--- config.mk ---
export PLATFORM = sky130hd
export DESIGN_NAME = bill_arbiter_flat
export DESIGN_NICKNAME = d
export VERILOG_FILES = /design/src/rtl/bill_arbiter_if.sv /design/src/rtl/bill_arbiter.sv /design/src/flat_wrapper.sv
export SDC_FILE = /design/constraint.sdc
export NUM_CORES = 1
export LEC_CHECK = 0
export CAP_MARGIN = 20
export CORE_MARGIN = 10
export CORE_UTILIZATION = 55
export CTS_CLUSTER_DIAMETER = 80
export CTS_CLUSTER_SIZE = 24
export DETAILED_ROUTE_END_ITERATION = 6
export PLACE_DENSITY = 0.73
export SYNTH_ARGS = -nofsm -noshare
export SYNTH_HDL_FRONTEND = slang
export SYNTH_SLANG_ARGS = --single-unit
--- constraint.sdc ---
create_clock -name clk -period 5.4 [get_ports clk]
set_clock_uncertainty 0.05 [all_clocks]
set_input_delay 1.35 -clock clk [delete_from_list [all_inputs] [get_ports clk]]
set_output_delay 1.35 -clock clk [all_outputs]
set_load 0.01 [all_outputs]
--- src/rtl/bill_arbiter_if.sv ---
// -----------------------------------------------------------------------------
// bill_arbiter_if
//   Booth-side bus of the shared billing engine.
//
//   Handshake: a booth raises req[i] (with cat[2i+1:2i]) and holds it until it
//   sees ack[i]. ack is a one-cycle, one-hot pulse and ok is valid only in
//   that cycle. The booth must drop req[i] on ack, otherwise the next idle
//   cycle treats it as a fresh request.
//
//   Signals (master = booth/keypad side, slave = bill_arbiter):
//     req       [N_LINES]    per-line deduct request (level)
//     cat       [2*N_LINES]  per-line call category
//     add_en                 one-cycle recharge strobe
//     add_line  [LW]         recharge target line
//     add_amt   [BAL_W]      recharge amount in jiao
//     bal_sel   [LW]         line shown on bal_out
//     ack       [N_LINES]    one-hot completion pulse
//     ok                     1 = debited or free, 0 = insufficient balance
//     busy                   arbiter not idle
//     add_ovf                recharge strobe dropped this cycle
//     bal_out   [BAL_W]      registered balance of bal_sel
//     dbg_state [2]          current FSM state, for observation only
// -----------------------------------------------------------------------------
interface bill_arbiter_if #(
    parameter int N_LINES = 4,
    parameter int LW      = 2,
    parameter int BAL_W   = 10
);
    logic [N_LINES-1:0]   req;
    logic [2*N_LINES-1:0] cat;
    logic                 add_en;
    logic [LW-1:0]        add_line;
    logic [BAL_W-1:0]     add_amt;
    logic [LW-1:0]        bal_sel;
    logic [N_LINES-1:0]   ack;
    logic                 ok;
    logic                 busy;
    logic                 add_ovf;
    logic [BAL_W-1:0]     bal_out;
    logic [1:0]           dbg_state;

    modport master (
        output req, cat, add_en, add_line, add_amt, bal_sel,
        input  ack, ok, busy, add_ovf, bal_out, dbg_state
    );

    modport slave (
        input  req, cat, add_en, add_line, add_amt, bal_sel,
        output ack, ok, busy, add_ovf, bal_out, dbg_state
    );
endinterface

--- src/rtl/bill_arbiter.sv ---
// -----------------------------------------------------------------------------
// bill_arbiter
//   Shared per-minute billing engine for a multi-booth payphone. Round-robin
//   arbitration among booth deduct requests, a private balance store per
//   line, and a one-entry buffer that sequences keypad recharges into idle
//   cycles.
//
//   Ports:
//     clk  system clock, rising edge
//     clr  asynchronous active-high reset
//     bus  bill_arbiter_if.slave (requests, recharges, ack/ok, readout)
//
//   Transaction: IDLE (accept) -> GRANT (cost) -> CHECK (compare) ->
//   WRITE (debit + ack). ack appears three cycles after acceptance.
// -----------------------------------------------------------------------------
module bill_arbiter #(
    parameter int N_LINES    = 4,
    parameter int LW         = 2,
    parameter int BAL_W      = 10,
    parameter int BAL_MAX    = 999,
    parameter int COST_LOCAL = 3,
    parameter int COST_LONG  = 6
) (
    input logic          clk,
    input logic          clr,
    bill_arbiter_if.slave bus
);

    localparam logic [1:0] S_IDLE  = 2'd0;
    localparam logic [1:0] S_GRANT = 2'd1;
    localparam logic [1:0] S_CHECK = 2'd2;
    localparam logic [1:0] S_WRITE = 2'd3;

    localparam logic [BAL_W-1:0] BAL_MAX_V    = BAL_W'(BAL_MAX);
    localparam logic [BAL_W:0]   BAL_MAX_W    = (BAL_W+1)'(BAL_MAX);
    localparam logic [BAL_W-1:0] COST_LOCAL_V = BAL_W'(COST_LOCAL);
    localparam logic [BAL_W-1:0] COST_LONG_V  = BAL_W'(COST_LONG);

    logic [1:0]       state_q, state_d;
    logic [LW-1:0]    ptr_q, ptr_d;
    logic [LW-1:0]    g_q, g_d;
    logic [BAL_W-1:0] cost_q, cost_d;
    logic             suff_q, suff_d;
    logic [BAL_W-1:0] bal_q [N_LINES];
    logic [BAL_W-1:0] bal_d [N_LINES];
    logic             pend_v_q, pend_v_d;
    logic [LW-1:0]    pend_line_q, pend_line_d;
    logic [BAL_W-1:0] pend_amt_q, pend_amt_d;
    logic [BAL_W-1:0] bal_out_q, bal_out_d;

    logic             pick_found;
    logic [LW-1:0]    pick_idx;
    logic [LW-1:0]    cand;
    logic             drain;
    logic             drop;
    logic [BAL_W:0]   sat_sum;
    logic [1:0]       cat_g;

    // Round-robin: first requesting line at or after the pointer, wrapping.
    always_comb begin
        pick_found = 1'b0;
        pick_idx   = '0;
        cand       = '0;
        for (int k = 0; k < N_LINES; k++) begin
            cand = LW'((int'(ptr_q) + k) % N_LINES);
            if (!pick_found && bus.req[cand]) begin
                pick_found = 1'b1;
                pick_idx   = cand;
            end
        end
    end

    assign cat_g   = bus.cat[{g_q, 1'b0} +: 2];
    assign drain   = (state_q == S_IDLE) && pend_v_q;
    // A strobe is dropped only when the buffer is full and not emptying now.
    assign drop    = bus.add_en && pend_v_q && !drain;
    assign sat_sum = {1'b0, bal_q[pend_line_q]} + {1'b0, pend_amt_q};

    always_comb begin
        state_d     = state_q;
        ptr_d       = ptr_q;
        g_d         = g_q;
        cost_d      = cost_q;
        suff_d      = suff_q;
        bal_d       = bal_q;
        pend_v_d    = pend_v_q;
        pend_line_d = pend_line_q;
        pend_amt_d  = pend_amt_q;

        case (state_q)
            S_IDLE: begin
                // A pending recharge wins over requests for this cycle.
                if (pend_v_q) begin
                    bal_d[pend_line_q] = (sat_sum > BAL_MAX_W) ? BAL_MAX_V
                                                               : sat_sum[BAL_W-1:0];
                end else if (pick_found) begin
                    g_d     = pick_idx;
                    state_d = S_GRANT;
                end
            end
            S_GRANT: begin
                case (cat_g)
                    2'b01:   cost_d = COST_LOCAL_V;
                    2'b10:   cost_d = COST_LONG_V;
                    default: cost_d = '0;
                endcase
                state_d = S_CHECK;
            end
            S_CHECK: begin
                suff_d  = (bal_q[g_q] >= cost_q);
                state_d = S_WRITE;
            end
            S_WRITE: begin
                if (suff_q) begin
                    bal_d[g_q] = bal_q[g_q] - cost_q;
                end
                ptr_d   = (g_q == LW'(N_LINES - 1)) ? '0 : g_q + 1'b1;
                state_d = S_IDLE;
            end
            default: state_d = S_IDLE;
        endcase

        // Recharge buffer: a strobe landing in a drain cycle refills it.
        if (bus.add_en && (!pend_v_q || drain)) begin
            pend_v_d    = 1'b1;
            pend_line_d = bus.add_line;
            pend_amt_d  = bus.add_amt;
        end else if (drain) begin
            pend_v_d = 1'b0;
        end

        // Readout reflects updates made in the same cycle.
        bal_out_d = bal_d[bus.bal_sel];
    end

    always_ff @(posedge clk or posedge clr) begin
        if (clr) begin
            state_q     <= S_IDLE;
            ptr_q       <= '0;
            g_q         <= '0;
            cost_q      <= '0;
            suff_q      <= 1'b0;
            pend_v_q    <= 1'b0;
            pend_line_q <= '0;
            pend_amt_q  <= '0;
            bal_out_q   <= '0;
            for (int i = 0; i < N_LINES; i++) begin
                bal_q[i] <= '0;
            end
        end else begin
            state_q     <= state_d;
            ptr_q       <= ptr_d;
            g_q         <= g_d;
            cost_q      <= cost_d;
            suff_q      <= suff_d;
            pend_v_q    <= pend_v_d;
            pend_line_q <= pend_line_d;
            pend_amt_q  <= pend_amt_d;
            bal_out_q   <= bal_out_d;
            for (int i = 0; i < N_LINES; i++) begin
                bal_q[i] <= bal_d[i];
            end
        end
    end

    assign bus.ack       = (state_q == S_WRITE) ? (N_LINES'(1) << g_q) : '0;
    assign bus.ok        = (state_q == S_WRITE) && suff_q;
    assign bus.busy      = (state_q != S_IDLE);
    assign bus.add_ovf   = drop;
    assign bus.bal_out   = bal_out_q;
    assign bus.dbg_state = state_q;

endmodule

--- src/flat_wrapper.sv ---
// flat-port wrapper written by rule: the top's interface ports become plain ports
module bill_arbiter_flat 
#(
    parameter int N_LINES    = 4,
    parameter int LW         = 2,
    parameter int BAL_W      = 10,
    parameter int BAL_MAX    = 999,
    parameter int COST_LOCAL = 3,
    parameter int COST_LONG  = 6
)
  (clk, clr, bus_req, bus_cat, bus_add_en, bus_add_line, bus_add_amt, bus_bal_sel, bus_ack, bus_ok, bus_busy, bus_add_ovf, bus_bal_out, bus_dbg_state);
  bill_arbiter_if #(.N_LINES(N_LINES), .LW(LW), .BAL_W(BAL_W)) bus_i ();
  input logic clk;
  input logic clr;
  input wire logic [$bits(bus_i.req)-1:0] bus_req;
  input wire logic [$bits(bus_i.cat)-1:0] bus_cat;
  input wire logic [$bits(bus_i.add_en)-1:0] bus_add_en;
  input wire logic [$bits(bus_i.add_line)-1:0] bus_add_line;
  input wire logic [$bits(bus_i.add_amt)-1:0] bus_add_amt;
  input wire logic [$bits(bus_i.bal_sel)-1:0] bus_bal_sel;
  output wire logic [$bits(bus_i.ack)-1:0] bus_ack;
  output wire logic [$bits(bus_i.ok)-1:0] bus_ok;
  output wire logic [$bits(bus_i.busy)-1:0] bus_busy;
  output wire logic [$bits(bus_i.add_ovf)-1:0] bus_add_ovf;
  output wire logic [$bits(bus_i.bal_out)-1:0] bus_bal_out;
  output wire logic [$bits(bus_i.dbg_state)-1:0] bus_dbg_state;
  assign bus_i.req = bus_req;
  assign bus_i.cat = bus_cat;
  assign bus_i.add_en = bus_add_en;
  assign bus_i.add_line = bus_add_line;
  assign bus_i.add_amt = bus_add_amt;
  assign bus_i.bal_sel = bus_bal_sel;
  assign bus_ack = bus_i.ack;
  assign bus_ok = bus_i.ok;
  assign bus_busy = bus_i.busy;
  assign bus_add_ovf = bus_i.add_ovf;
  assign bus_bal_out = bus_i.bal_out;
  assign bus_dbg_state = bus_i.dbg_state;
  bill_arbiter #(.N_LINES(N_LINES), .LW(LW), .BAL_W(BAL_W), .BAL_MAX(BAL_MAX), .COST_LOCAL(COST_LOCAL), .COST_LONG(COST_LONG)) u_core (.clk(clk), .clr(clr), .bus(bus_i));
endmodule
==> key figures <==
Status
  – Outcome: completed

Power
  – Power Internal: 2.192 mW
  – Tot Pwr: 4.312 mW
  – Leakage: 2.557 nW
  – Power share of the combinational group: between 60 and 70%
  – Max VDD drop: between 0.2 and 0.3 mV
  – Register share of total power: between 20% and 30%
  – P_sw: between 2 and 2.5 mW
  – Clk pwr share: 13.5%
  – Sw Ratio: 49.17%
  – Power density over cell area: about 700 nW/µm²

Synth
  – Compound-Gate Fraction of Synth Area: 23.28%
  – Synth unique cells: 55
  – Post-synth design cell area: 5370 µm²
  – Top FF cell, synth: dfrtp_1
  – EDFF count, synth: 0
  – Post-synth top area cell: dfrtp_1
  – Synth Area in Adders: a little over 6%
  – Share of the synthesized area in the top cell type: between 30% and 40%
  – Largest family of logic cells by synthesized area: compound AO/OA/AOI/OAI gates
  – Mux cell area share after synthesis: 16.29%
  – Syn Inst Count: between 500 and 600
  – Synth Area in XOR/XNOR: ~1.8%
  – Synth warn: 0
  – Ranking of synthesized cells by area: dfrtp_1 (34%), mux4_2 (12%), ha_1 (5.4%)
  – Post-synthesis simple-gate area fraction: roughly 14%
  – Asr flop ratio synth: 100.0%
  – Seq/Total Area, Yosys: 34.02%
  – Syn_area_per_cell: about 9.4 µm²
  – Syn nets: 625
  – Number of synthesized register bits: 73

Hold path
  – Worst hold path cell count: 1
  – Worst Hold Path EP: u_core.pend_amt_q[6]
  – Hold Crit Start: u_core.pend_amt_q[6]
  – Hold WC Path Type: reg -> reg

Drt
  – Routed Wire Length: roughly 16 mm
  – 1st-pass router iterations: 7
  – 1st-iter DRT viols: just under 600
  – Wire per inst: ~22 µm
  – DRC: 0
  – DR vias: 4942
  – Final ANT Viol Nets: 0
  – Via-to-Cell Ratio: between 6 and 7

Placement
  – Placed insts: slightly above 700
  – GPL Wtd Cong: around 0.95
  – Post-DP HPWL: 12.01 mm
  – IO buf count: 47

Layout
  – Most frequent cells in the layout: dfrtp_1 (73), nand2_1 (50), o21ai_0 (49), clkdlybuf4s50_1 (47), nor2_1 (46)
  – Util after Layout: 63.79%
  – Final Net Count: approximately 650
  – Antenna diode count: 0
  – Area Overhead vs Synth: 14.49%
  – Final Non-Filler Cells: 736
  – Layout cells sized above 1: about 14%
  – Most common cell after layout, fill and taps aside: dfrtp_1

Critical path
  – WS Path Type: reg -> reg
  – Crit path DAT: ~4.6 ns
  – Reg2reg setup slack: ~0.96 ns
  – Reg2reg end: u_core.bus.bal_out[2]
  – Critical Path Start Type: flip-flop
  – Worst Path Max Fanout: 18
  – Reg2reg start: u_core.pend_line_q[0]
  – Depth of the worst register-to-register path: 10
  – Crit end category: flip-flop
  – Req. time, crit path: ~5.6 ns

Timing
  – RSZ-0062 raised after global routing: no
  – Pins Over Slew Limit: 0
  – Slew @ Worst Pin: approximately 1.1 ns
  – F_max: approximately 0.23 GHz
  – Final Hold Viols: 0
  – Period utilisation layout: between 80% and 90%
  – # setup viols final: 0
  – Setup TNS: 0 ns
  – Worst hold margin: between 0.4 and 0.5 ns
  – Headroom to the max-slew limit: roughly 28%
  – Min cycle time layout: 4.444 ns

Clocking
  – CTS max path bufs: 2
  – CTS Buf Count: 9
  – Clock sinks: 73
  – # hold bufs at CTS: 0
  – Clock Latency Late Sink: 0.36 ns
  – Post-CTS setup buffer count: 0
  – Clk root buf: clkbuf_8
  – Clock-pin slew on the worst setup and hold paths: 0.09 ns
  – Post-cts resize count: 0
  – H-tree depth: 3
  – TritonCTS clock tree: yes

Floorplan
  – Row count: 36
  – Die area: between 10000 and 15000 µm²
  – Num ports: 48
  – Die Y: 118.8 µm
  – Starting Density: a little under three fifths
  – DIE WIDTH: 118.8 µm
  – Core Box Area: a little under 10000 µm²

Global routing
  – Total gr overflow: 0
  – Initial antenna violation count: 0
  – Largest net degree at the start of global routing: 46
  – Vias in the first global route: around 5000
  – Global Route Usage Sum: between 20% and 30%
  – First-pass GRT wire length: between 20 and 30 mm

Flow run
  – Max-Cap Viols: 0
==> metrics by stage <==
| stage | cell area [µm²] | worst slack, ns |
|---|---|---|
| 2_1_floorplan | 5370 | 1.299 |
| 3_3_place_gp | 5883 | 1.028 |
| 3_5_place_dp | 5883 | 1.024 |
| 4_1_cts | 6148 | 0.9734 |
| 5_1_grt | 6148 | 0.6541 |
| 6_report | 6148 | 0.9561 |
==> Yosys cell counts, types with 3 or more instances <==
cell / number
nor2b_1: 5
mux2_2: 19
o221ai_1: 4
and2_1: 6
mux2i_1: 3
o211ai_1: 3
o22ai_1: 12
nand2b_1: 8
nor2_1: 47
o31ai_1: 5
buf_6: 3
a21oi_1: 27
or2_2: 9
nor3_1: 12
a221o_1: 8
a21o_1: 12
and3_1: 3
a211oi_1: 3
inv_1: 22
a22oi_1: 25
nand3_1: 5
buf_2: 5
nand2_1: 50
o21ai_0: 49
dfrtp_1: 73
ha_1: 23
mux4_2: 28
clkbuf_1: 25
o21ai_1: 27
buf_1: 3
a22o_1: 8
xnor2_1: 9
==> cell families after synthesis <==
kind of cell / Yosys count
AOI/OAI and AO/OA: 196
xor gates and xnor gates: 11
adders and majority gates: 25
buffers and inverters: 59
DFF: 73
muxes: 50
and+or+nand+nor: 157
==> metal layers <==
| layer | wire length, µm | track usage, % | up-vias |
|---|---|---|---|
| met5 | 0 | 0 | - |
| li1 | - | - | 2175 |
| met4 | 676 | 10.46 | 0 |
| met1 | 6807 | 29.99 | 2405 |
| met2 | 7554 | 37.45 | 299 |
| met3 | 1361 | 3.543 | 63 |
==> worst max-delay path, cell delays in order, from the launching register on <==
cell     delay (ns)
dfrtp_1        0.87
mux4_2         0.64
ha_1           0.40
a21o_1         0.21
a21oi_1        0.18
a21oi_1        0.11
o32a_1         0.61
nor3_1         0.34
a21oi_1        0.13
a221o_1        0.31
mux4_2         0.45
==> worst max path at each step <==
stage,startpoint,to,cells after the start
after detailed placement,u_core.pend_line_q[0],u_core.bus.bal_out[5],11
after floorplan,u_core.pend_line_q[0],u_core.bus.bal_out[1],16
after global routing,u_core.pend_line_q[0],u_core.bus.bal_out[2],10
after global placement,u_core.pend_line_q[0],u_core.bus.bal_out[5],11
final,u_core.pend_line_q[0],u_core.bus.bal_out[2],10
after CTS,u_core.pend_line_q[0],u_core.bus.bal_out[2],10
==> sequential cells by signal (all words and copies together) (netlist names) <==
register and cells:
u_core.bal_q 40, u_core.bus.bal_out 10, u_core.pend_amt_q 10, u_core.cost_q 3, u_core.bus.dbg_state 2, u_core.g_q 2, u_core.pend_line_q 2, u_core.ptr_q 2
u_core.pend_v_q 1, u_core.suff_q 1
==> power by group through the flow <==
stage	Sequential (mW)	Clock, mW	Combinational [mW]
after floorplan	0.861	0	2.07
after global placement	0.960	0	2.62
after detailed placement	0.968	0	2.67
after CTS	0.959	0.585	2.70
after global routing	0.993	0.607	2.99
final	0.968	0.582	2.76
==> layout make-up <==
| class | count | area [µm²] |
|---|---|---|
| fill | 839 | 3491 |
| multi-input combinational | 439 | 3292 |
| sequential | 73 | 1827 |
| timing repair buffer | 53 | 515.5 |
| tap | 133 | 166.4 |
| clock inverter | 6 | 137.6 |
| clock buffer | 10 | 127.6 |
| inverter | 22 | 82.58 |
Note: power is estimated with default switching activity, not from simulation.
